$ cat config.mk
export PLATFORM = sky130hd
export DESIGN_NAME = dot_mac_ctrl
export DESIGN_NICKNAME = d
export VERILOG_FILES = /design/src/rtl/dot_mac_ctrl.sv
export SDC_FILE = /design/constraint.sdc
export NUM_CORES = 1
export LEC_CHECK = 0
export BUFFER_PORTS_ARGS = -buffer_cell sky130_fd_sc_hd__buf_2
export CORE_ASPECT_RATIO = 1.4
export CORE_MARGIN = 5
export CORE_UTILIZATION = 54
export CTS_CLUSTER_SIZE = 14
export DETAILED_ROUTE_END_ITERATION = 10
export PLACE_DENSITY = 0.81
export SETUP_SLACK_MARGIN = 0.05
export SLEW_MARGIN = 20
export SYNTH_ARGS = -nofsm -noshare
export SYNTH_HDL_FRONTEND = slang
export SYNTH_SLANG_ARGS = --single-unit
$ cat constraint.sdc
create_clock -name ck -period 3.2 [get_ports ck]
set_input_delay 0.32 -clock ck [delete_from_list [all_inputs] [get_ports ck]]
set_output_delay 0.32 -clock ck [all_outputs]
set_load 0.01 [all_outputs]
$ cat src/rtl/dot_mac_ctrl.sv
// Dot-product sequencer for an external 8x8 shift-add multiplier.
// Issues one operand pair per start pulse, accumulates LEN products and hands the sum downstream.
module dot_mac_ctrl #(
  parameter int unsigned LEN   = 4,
  parameter int unsigned ACC_W = 24
) (
  input  logic             ck,
  input  logic             rst_n,
  input  logic             in_valid,
  output logic             in_ready,
  input  logic [7:0]       in_a,
  input  logic [7:0]       in_b,
  output logic [7:0]       mul_a,
  output logic [7:0]       mul_b,
  output logic             mul_start,
  input  logic [16:0]      mul_o,
  input  logic             mul_fin,
  output logic             out_valid,
  input  logic             out_ready,
  output logic [ACC_W-1:0] acc_out,
  output logic             ovf,
  output logic             err,
  output logic             busy
);

  typedef enum logic [1:0] {IDLE, START, WAIT, OUT} state_t;

  localparam logic [7:0] LEN_C     = 8'(LEN);
  localparam logic [3:0] WAIT_LAST = 4'd15;

  state_t         state, state_nxt;
  logic [7:0]     cnt;
  logic [3:0]     wcnt;
  logic [ACC_W:0] sum;
  logic           last_pair;

  always_comb begin
    sum       = {1'b0, acc_out} + {{(ACC_W-16){1'b0}}, mul_o};
    last_pair = (cnt + 8'd1) == LEN_C;
    state_nxt = state;
    in_ready  = 1'b0;
    mul_start = 1'b0;
    out_valid = 1'b0;
    busy      = 1'b1;
    case (state)
      IDLE: begin
        in_ready = 1'b1;
        busy     = 1'b0;
        if (in_valid) state_nxt = START;
      end
      START: begin
        mul_start = 1'b1;
        state_nxt = WAIT;
      end
      // fin is checked before the timeout so a fin on the last allowed cycle still counts
      WAIT: begin
        if (mul_fin)                state_nxt = last_pair ? OUT : IDLE;
        else if (wcnt == WAIT_LAST) state_nxt = OUT;
      end
      OUT: begin
        out_valid = 1'b1;
        if (out_ready) state_nxt = IDLE;
      end
      default: state_nxt = IDLE;
    endcase
  end

  always_ff @(posedge ck or negedge rst_n) begin
    if (!rst_n) begin
      state   <= IDLE;
      mul_a   <= '0;
      mul_b   <= '0;
      acc_out <= '0;
      ovf     <= 1'b0;
      err     <= 1'b0;
      cnt     <= '0;
      wcnt    <= '0;
    end else begin
      state <= state_nxt;
      case (state)
        IDLE: begin
          if (in_valid) begin
            mul_a <= in_a;
            mul_b <= in_b;
          end
        end
        START: wcnt <= '0;
        WAIT: begin
          wcnt <= wcnt + 4'd1;
          if (mul_fin) begin
            acc_out <= sum[ACC_W-1:0];
            ovf     <= ovf | sum[ACC_W];
            cnt     <= cnt + 8'd1;
          end else if (wcnt == WAIT_LAST) begin
            err <= 1'b1;
          end
        end
        OUT: begin
          if (out_ready) begin
            acc_out <= '0;
            ovf     <= 1'b0;
            err     <= 1'b0;
            cnt     <= '0;
          end
        end
        default: ;
      endcase
    end
  end

endmodule

== Word level (Yosys, flattened, before mapping) ==
Cells that the tools add are included.

* Register bits: 56
* Output and inout bits: 46

* Mux-type cells: 23
* Eq/ne operators: 11
* Reduce and logical (&&, ||, !) cells: 7
* $add $sub $neg: 3
* Bitwise logic cells: 1

{| class="wikitable"
|+ Operators by type and width
! operator !! count
|-
| two-way mux 24 bit || 2
|-
| case mux 24 bit (2 select lines) || 1
|-
| adder 24 x 17 -> 25 bit || 1
|-
| two-way mux 8 bit || 2
|-
| case mux 8 bit (2 select lines) || 1
|-
| two-way mux 2 bit || 5
|-
| inequality test 2 bit (second input constant) || 5
|-
| adder 8 x 1 -> 8 bit (second input constant) || 1
|-
| == test 8 x 3 -> 1 bit (second input constant) || 1
|-
| two-way mux 1 bit || 8
|-
| case mux 2 bit (4 select lines) || 1
|-
| case mux 4 bit (2 select lines) || 1
|-
| AND reduction 3 bit || 2
|-
| adder 4 x 1 -> 4 bit (second input constant) || 1
|-
| == test 2 bit (second input constant) || 2
|-
| == test 4 bit (second input constant) || 1
|-
| case mux 1 bit (2 select lines) || 2
|-
| AND reduction 4 bit || 1
|-
| nonzero test 2 bit || 2
|-
| inequality test 3 bit (second input constant) || 1
|-
| == test 2 x 1 -> 1 bit (second input constant) || 1
|-
| zero test 2 bit || 1
|-
| AND reduction 2 bit || 1
|-
| OR 1 bit || 1
|}

== Depth between registers and ports, before layout ==
Gate-level depths: netlist of run 1.

* Word-level depth: 5
* Mapped depth: 9
* Mapped depth without buffers: 8

== Least setup slack after synthesis of run 1 ==
Ideal clock, no wire load.

* Path type: register to register
* From: reg acc_out[0]
* To: reg acc_out[20]
* Path buffers: 0
* Stages on the path, launching flop included: 9
* Required time: 3084 ps
* Setup slack: 850 ps
* Arrival time: 2235 ps
* Period minus slack after synthesis: 2350 ps
* Cells stage by stage: dfrtp_1 > ha_1 > fa_1 > a211oi_1 > o211ai_1 > a21oi_2 > a21oi_1 > or4b_1 > o311ai_0

* Longest elaborated chain between the ends: 3

{| class="wikitable"
|+ RTL lines
! item !! line !! text
|-
| start: declaration || 20 || <nowiki>output logic [ACC_W-1:0] acc_out,</nowiki>
|-
| start signal: assignment || 91 || <nowiki>acc_out <= sum[ACC_W-1:0];</nowiki>
|-
| adder 24 x 17 -> 25 bit || 38 || <nowiki>sum = {1'b0, acc_out} + {{(ACC_W-16){1'b0}}, mul_o};</nowiki>
|-
| two-way mux 24 bit || 90 || <nowiki>if (mul_fin) begin</nowiki>
|-
| case mux 24 bit (2 select lines) || 80 || <nowiki>case (state)</nowiki>
|}

Every way passes these cells. The select of a mux whose other input is x is not followed.
A chain may end at the register's enable or synchronous reset.

== Worst setup path in the final report of run 1 ==
Ends and elaborated chain as after synthesis.

==> impl_metrics.ini, run 1 <==
[pwr]
leakagePower_nw = 1.92
pwr-share-comb_pct = 56.5
netSwitchingPower_mw = 1.68
power_density_mw_per_mm2 = 930
vdd_drop_max_mv = 0.467
p_int_mw = 1.99
p_seq_share_pct = 32.0
p_clk_share_pct = 11.6
switching_share_pct = 45.7

[finish]
fillers = 525
final_core_util_pct = 64.0
antennaDiodeCount = 0
layout_common_cells = 83 x buf_2, 56 x dfrtp_1, 52 x o21ai_0
area_growth_pct = 16.6
layout_commonest_cell = buf_2
drive_above_1_share_pct = 26.8
final_nets = 509

[cts]
post-cts-setup-buffers = 0
cts_buffer_depth = 2
cts_resized = 0
cts.sinks = 56
cts_max_level = 2
cts_root_buf = clkbuf_8
clk_pin_slew_ns = 0.11
cts_tree = done
clk_latency_ns = 0.32
holdBufCountCts = 0
cts_inserted_buffers = 5

[critical_path]
crit_type = flop to flop
crit_slowest_cell = or4b_1
worstPathArrival_ns = 2.73
cp_data_required_time_ns = 3.42
cp_max_fo = 3
critical_path.cell_chain = ha_1, fa_1, a211oi_1, o211ai_1, a21oi_2, a21oi_1, or4b_1, o311ai_0
start_kind = flop
crit_path_end_kind = flop
cpPeakStageDelay_ns = 0.46

[synthesis]
yosysTopAreaCell = dfrtp_1
netlist_instances = 369
synth_seq_cells = 56
synth.cell_area_mm2 = 0.00338
netlist_top_cells_area = dfrtp_1 41%, ha_1 8.5%, o21ai_0 7.7%
syn-num-nets = 431
synth_top_area_share_pct = 41.4
ys_types = 50
yosysSeqAreaShare_pct = 41.4
avgSynthCellArea_um2 = 9.17
yosysWarnings = 0

[sta]
rsz0062_at_grt = no
tns_ns = 0
hold_violations = 0
period_needed_ns = 2.52
setup_violations = 0
post-route-period-util_pct = 78.7
relSlewSlack_pct = 47.7
worst_slew_pin_slew_ns = 0.785
slew_violations = 0
final.setup_skew_ns = 0.00643
fmax_mhz = 397

[floorplan]
die_x_um = 76.9
start_util_pct = 54.8
rows = 34
die-area_mm2 = 0.00797
die_h_um = 104
core-area_mm2 = 0.00617
ios = 84

[hold_path]
hold_class = input port to async pin

[route]
vias_per_cell = 5.74
num_vias = 2987
drt-pass1-iter-count = 4
ant_nets = 0
route.detailed.drc = 0
wirelength_um = 8120
routedWlPerCell_um = 15.6
drt-initial-drc-count = 183

[status]
status = completed

[grt]
grt_pass1_vias = 2985
grt_pass1_wl_um = 13700
grt_use_total_pct = 20.2
grt_start_max_net_pins = 41
overflow = 0
antenna_found_initial = 0

[run]
cap_violations = 0

[placement]
io_buffers = 83
routabilityCongestion = 0.868
dpl.hpwl_um = 6120
## worst max-delay path: cells and delay by family (launching register included)
family / cells / cell delay, ns
AND/OR/NAND/NOR: 1 / 0.46
flip-flops: 1 / 0.40
AO/OA/AOI/OAI: 5 / 0.86
adder cells (fa/ha/maj): 2 / 0.68
## through the flow
stage	worst slack (ns)	hold WS, ns	cell area [um^2]	power (mW)	cells
detailed placement	0.637	0.377	3850	3.26	512
CTS	0.657	0.0267	3950	3.69	520
global placement	0.673	0.371	3850	3.18	512
floorplan	0.850	0.0244	3380	2.63	369
finish	0.682	0.00566	3950	3.67	520
global route	0.466	0.0457	3950	3.99	520
## power groups by stage
| stage | Combinational (mW) | Clock [mW] | Sequential [mW] |
|---|---|---|---|
| floorplan | 1.37 | 0 | 1.26 |
| global placement | 2.01 | 0 | 1.17 |
| detailed placement | 2.07 | 0 | 1.19 |
| CTS | 2.09 | 0.433 | 1.17 |
| global route | 2.32 | 0.455 | 1.22 |
| finish | 2.07 | 0.424 | 1.17 |
## cells by family (layout without fill, tap and decap cells)
group	after synthesis	in the layout	synth area share, %
buffers and inverters	31	110	3.59
DFF	56	56	41.4
adders and majority gates	24	24	9.10
muxes	17	17	5.62
and+or+nand+nor	105	105	14.1
AOI/OAI and AO/OA	121	121	22.3
xor gates and xnor gates	15	15	3.88
## synthesized netlist by cell type (all sizes together)
cell,n
mux2,16
a21o,3
xnor2,6
a21oi,28
o2111ai,1
inv,16
a221o,2
a21boi,1
o311ai,3
a2111o,1
nor3,3
and3,6
a211o,1
nand2,50
o211ai,7
nand2b,3
o31ai,3
a211oi,3
o22ai,2
o21bai,1
buf,5
a31oi,3
mux2i,1
a22o,3
dfrtp,56
nor2b,2
nand4,4
o2111a,1
clkbuf,10
and2,3
nor2,18
o21ai,53
nand3,13
or4b,1
fa,1
or3,1
a41o,1
xor2,9
o21a,4
or4,1
ha,23
## per-layer routing
layer  vias up  share of wire, %  global-route usage [%]
li1       1478                 -                       -
met1      1442                39                    22.7
met2        58                56                    37.7
met3         9               4.0                    3.65
met4         0               1.2                    6.00
met5         -                 0                       0
## cell type report
class	count	area (um^2)	share of cell area [%]
clock inverters	3	27.5	0.698
repair buffers	86	438	11.1
flip-flops and latches	56	1400	35.5
well taps	72	90.1	2.28
inverters	16	60.1	1.52
clock buffers	5	68.8	1.74
multi-input cells	282	1860	47.1
## registers in the layout, indices dropped and copies added (netlist names)
name	flops
acc_out	24
cnt	8
wcnt	4
ovf	1
mul_b	8
mul_a	8
err	1
state	2
## final timing paths
path                                    end  slack [ns]  cells after the start  startpoint
max in group asynchronous       acc_out[16]        2.37                      2       rst_n
min in group ck                    mul_a[1]        0.23                      2     in_a[1]
worst max register to register  acc_out[20]        0.68                      8  acc_out[0]
worst min-delay path             acc_out[5]       0.006                      1       rst_n
worst max-delay path            acc_out[20]        0.68                      8  acc_out[0]
worst min register to register     mul_b[4]        0.51                      1    mul_b[4]
Power figures use the tool's default switching activity.
==> run 2: changes to the inputs <==
ABC_AREA = 1   (was unset)
CORE_UTILIZATION = 55   (was 54)
clock period = 2.36 ns   (was 3.2 ns; I/O delays follow)
==> impl_metrics.ini, run 2 <==
[critical_path]
worst-path-buf-inv = 2
crit_type = flop to flop
cp_data_required_time_ns = 2.58
regToRegSetupSlack_ns = 0.34
crit_slowest_cell = dfrtp_1
r2r-start = state[0]
start_kind = flop
cp_max_fo = 14
critPathTopFamily = simple AND/OR/NAND/NOR gates
crit_path_end_kind = flop
critical_path.cell_chain = ha_1, nand2_1, o21ai_2, nor2_4, inv_2, nor2_1, inv_1, nand2_1, nor2_1
r2r-end = acc_out[19]
worstPathArrival_ns = 2.23
cpPeakStageDelay_ns = 0.41
r2r_cells = 9

[sta]
hold_violations = 0
post-route-period-util_pct = 85.5
period_needed_ns = 2.02
tns_ns = 0
worst_slew_pin_slew_ns = 0.657
final.setup_skew_ns = 0.00854
whs_ns = 0.147
setup_violations = 0
fin_ws_ns = 0.341
relSlewSlack_pct = 56.2
rsz0062_at_grt = no
slew_violations = 0
fmax_mhz = 495

[route]
drt-initial-drc-count = 157
route.detailed.drc = 0
vias_per_cell = 5.34
ant_nets = 0
wirelength_um = 9040
routedWlPerCell_um = 14.2
drt-pass1-iter-count = 4
num_vias = 3406

[hold_path]
hold_depth = 2
hold_class = input port to flop
min_to = mul_a[2]
worstHoldStart = in_a[2]

[cts]
clk_latency_ns = 0.32
cts.sinks = 56
clk_pin_slew_ns = 0.11
cts_tree = done
cts_max_level = 2
cts_buffer_depth = 2
post-cts-setup-buffers = 0
cts_resized = 0
cts_inserted_buffers = 5
cts_root_buf = clkbuf_8

[placement]
dp_slack_ns = 0.332
io_buffers = 83
dpl.hpwl_um = 7300
placed_cell_area_mm2 = 0.00415
routabilityCongestion = 0.980
dp_cells = 629

[grt]
overflow = 0
grt_start_max_net_pins = 31
grt_use_total_pct = 22.3
grt_pass1_wl_um = 15200
grt_pass1_vias = 3572
antenna_found_initial = 0

[finish]
antennaDiodeCount = 0
area_growth_pct = 17.4
final_area_mm2 = 0.00428
largest_reg_flops = 24
drive_above_1_share_pct = 25.2
final_nets = 625
fillers = 574
final_core_util_pct = 65.6
regArea_mm2 = 0.00140
multi_input_area_mm2 = 0.00200
layout_commonest_cell = nand2_1
final_cells = 638
regMostFlops = acc_out
layout_common_cells = 139 x nand2_1, 83 x buf_2, 56 x dfrtp_1

[synthesis]
netlist_top_cells_area = dfrtp_1 38%, nand2_1 14%, ha_1 7.9%
synth_common_cells = 139 x nand2_1, 56 x dfrtp_1, 50 x inv_1
synth.cell_area_mm2 = 0.00365
synth_top_area_share_pct = 38.4
ys_types = 39
async_reset_ff_share_pct = 100
yosysWarnings = 0
netlist_instances = 475
yosysTopAreaCell = dfrtp_1
avgSynthCellArea_um2 = 7.68
synth_edf_count = 0
synth_seq_cells = 56
yosysMostFrequentCell = nand2_1
synth-main-ff-cell = dfrtp_1
yosysSeqAreaShare_pct = 38.4
syn-num-nets = 537

[floorplan]
die_h_um = 106
die_x_um = 78.8
core-area_mm2 = 0.00653
die-area_mm2 = 0.00839
rows = 35
start_util_pct = 55.9
ios = 84

[pwr]
power_density_mw_per_mm2 = 1330
vdd_drop_max_mv = 0.898
leakagePower_nw = 2.31
power.total_mw = 5.69

[run]
cap_violations = 0

[status]
status = completed
[run 2: cell type report]
type                    count  share of cell area (%)
multi-input cells         357                    46.8
well taps                  74                    2.16
clock inverters             2                   0.906
repair buffers             88                    10.6
inverters                  55                    4.82
flip-flops and latches     56                    32.7
clock buffers               6                    1.93
[run 2: power by group]
part / total [mW] / internal [mW] / switching, mW / leakage [nW]
Sequential: 1.68 / 1.37 / 0.308 / 0.707
Clock: 0.671 / 0.348 / 0.324 / 0.0614
Combinational: 3.34 / 1.28 / 2.06 / 1.54
Total: 5.69 / 2.99 / 2.69 / 2.31
[run 2: cell families (layout without fill, tap and decap cells)]
group	Yosys count	count (layout)	share of synthesized area, %
adders and majority gates	24	24	8.44
DFF	56	56	38.4
and+or+nand+nor	245	245	29.7
muxes	16	16	4.94
xor gates and xnor gates	6	6	1.44
buffers and inverters	62	151	6.65
AOI/OAI and AO/OA	66	66	10.4
[run 2: metal layers]
layer,GRT usage (%),wire length (um),vias to the layer above
met3,5.00,620,24
met5,0,0,-
li1,-,-,1714
met2,39.9,4610,114
met4,11.1,294,0
met1,24.6,3520,1554
[run 2: repair_timing]
item / 4_1_cts / 5_1_grt
endpoints found under the setup margin: 0 / 0
hold buffers: 1 / 0
endpoints found under the hold margin: 28 / 0
[run 2: how the worst max path moves through the flow]
stage                           from           to  cells after the start
after CTS                   state[0]  acc_out[19]                     10
after detailed placement    state[0]  acc_out[19]                     10
after global placement      state[0]  acc_out[20]                      9
after global routing        state[0]   acc_out[4]                     10
final                       state[0]  acc_out[19]                      9
after floorplan           acc_out[0]          ovf                     10
==> run 3: changes to the inputs <==
PLACE_DENSITY = 0.8   (was 0.81)
==> impl_metrics.ini, run 3 (synthesized netlist as in run 2, its figures left out) <==
[placement]
dp_cells = 629
dp_slack_ns = 0.311
io_buffers = 83
routabilityCongestion = 0.981
placed_cell_area_mm2 = 0.00415
dpl.hpwl_um = 7220

[cts]
cts_tree = done
cts_inserted_buffers = 5
cts_buffer_depth = 2
cts_root_buf = clkbuf_8
cts.sinks = 56
clk_pin_slew_ns = 0.10
clk_latency_ns = 0.32
cts_resized = 0
cts_max_level = 2

[route]
wirelength_um = 8940
route.detailed.drc = 0
num_vias = 3427
drt-pass1-iter-count = 4
vias_per_cell = 5.35
routedWlPerCell_um = 13.9
drt-initial-drc-count = 138
ant_nets = 0

[sta]
worst_slew_pin_slew_ns = 0.601
relSlewSlack_pct = 59.8
setup_violations = 0
rsz0062_at_grt = no
fmax_mhz = 515
final.setup_skew_ns = 0.00759
whs_ns = 0.147
tns_ns = 0
period_needed_ns = 1.94
fin_ws_ns = 0.418
hold_violations = 0
slew_violations = 0
post-route-period-util_pct = 82.3

[floorplan]
rows = 35
core-area_mm2 = 0.00653
die_h_um = 106
die-area_mm2 = 0.00839
start_util_pct = 55.9
die_x_um = 78.8
ios = 84

[finish]
final_cells = 641
final_nets = 628
fillers = 551
final_area_mm2 = 0.00431
layout_common_cells = 139 x nand2_1, 83 x buf_2, 56 x dfrtp_1
area_growth_pct = 18.1
largest_reg_flops = 24
antennaDiodeCount = 0
regMostFlops = acc_out
layout_commonest_cell = nand2_1
drive_above_1_share_pct = 25.6

[status]
status = completed

[critical_path]
start_kind = flop
regToRegSetupSlack_ns = 0.42
crit_path_end_kind = flop
worstPathArrival_ns = 2.15
r2r-end = ovf
crit_type = flop to flop
cp_max_fo = 3
r2r-start = acc_out[0]
cp_data_required_time_ns = 2.57
r2r_cells = 10

[pwr]
switching_share_pct = 47.1
netSwitchingPower_mw = 2.71
p_seq_share_pct = 29.1
pwr-share-comb_pct = 59.5
power_density_mw_per_mm2 = 1340
p_int_mw = 3.05
leakagePower_nw = 2.32
vdd_drop_max_mv = 1.07
p_clk_share_pct = 11.4

[grt]
gr-max-usage-layer = met2
grtUsageMet1_pct = 24.5
grt_start_max_net_pins = 27
gr-usage-met2_pct = 39.4
grt_pass1_wl_um = 15100
met3_usage_pct = 5.17
overflow = 0
antenna_found_initial = 0
grt_use_total_pct = 22.2
grt_pass1_vias = 3511

[hold_path]
hold_class = input port to flop
worstHoldStart = in_a[4]
hold_depth = 2
min_to = mul_a[4]

[run]
cap_violations = 0
==> run 3: power groups by stage <==
stage          Combinational, mW  Clock, mW  Sequential [mW]
2_1_floorplan               2.23          0             1.80
3_3_place_gp                3.25          0             1.67
3_5_place_dp                3.32          0             1.69
4_1_cts                     3.34      0.668             1.68
5_1_grt                     3.87      0.711             1.74
6_report                    3.43      0.654             1.68
==> run 3: how the worst max path moves through the flow <==
| stage | start | endpoint | slack [ns] |
|---|---|---|---|
| 5_1_grt | state[0] | acc_out[4] | 0.23 |
| 6_report | acc_out[0] | ovf | 0.42 |
| 3_3_place_gp | state[0] | acc_out[4] | 0.43 |
| 2_1_floorplan | acc_out[0] | ovf | 0.55 |
| 4_1_cts | state[0] | acc_out[4] | 0.29 |
| 3_5_place_dp | state[0] | acc_out[4] | 0.31 |
==> run 3: layer usage <==
metal  wire (um)  vias up  share of wire, %
met1        3500     1561                39
met3         602       29               6.7
met5           0        -                 0
met2        4500      120                50
li1            -     1717                 -
met4         335        0               3.7
==> run 3: what timing repair did <==
action | CTS | global route
endpoints found under the hold margin | 17 | 0
endpoints found under the setup margin | 0 | 1
buffers inserted | 0 | 3
hold buffers | 1 | 0
==> run 3: layout make-up <==
cell class                      instances  area [um^2]  share of cell area [%]
Inverter                               55          206                    4.79
Clock buffer                            5         68.8                    1.60
Tap cell                               74         92.6                    2.15
Clock inverter                          3         46.3                    1.07
Timing Repair Buffer                   91          490                    11.4
Sequential cell                        56         1400                    32.5
Multi-Input combinational cell        357         2000                    46.5
==> run 3: metrics by stage <==
stage	utilization (%)	power, mW
4_1_cts	65.5	5.69
5_1_grt	66.1	6.32
3_3_place_gp	63.6	4.92
2_1_floorplan	-	4.03
6_report	66.1	5.76
3_5_place_dp	63.6	5.01
==> run 3: worst max-delay path: stages (launching register included) <==
cell,delay [ns]
dfrtp_1,0.41
ha_1,0.22
fa_1,0.43
inv_1,0.08
nor2_1,0.05
nor2_2,0.16
inv_1,0.10
nand3_1,0.10
nand3_2,0.09
a21oi_1,0.15
nor2_1,0.05
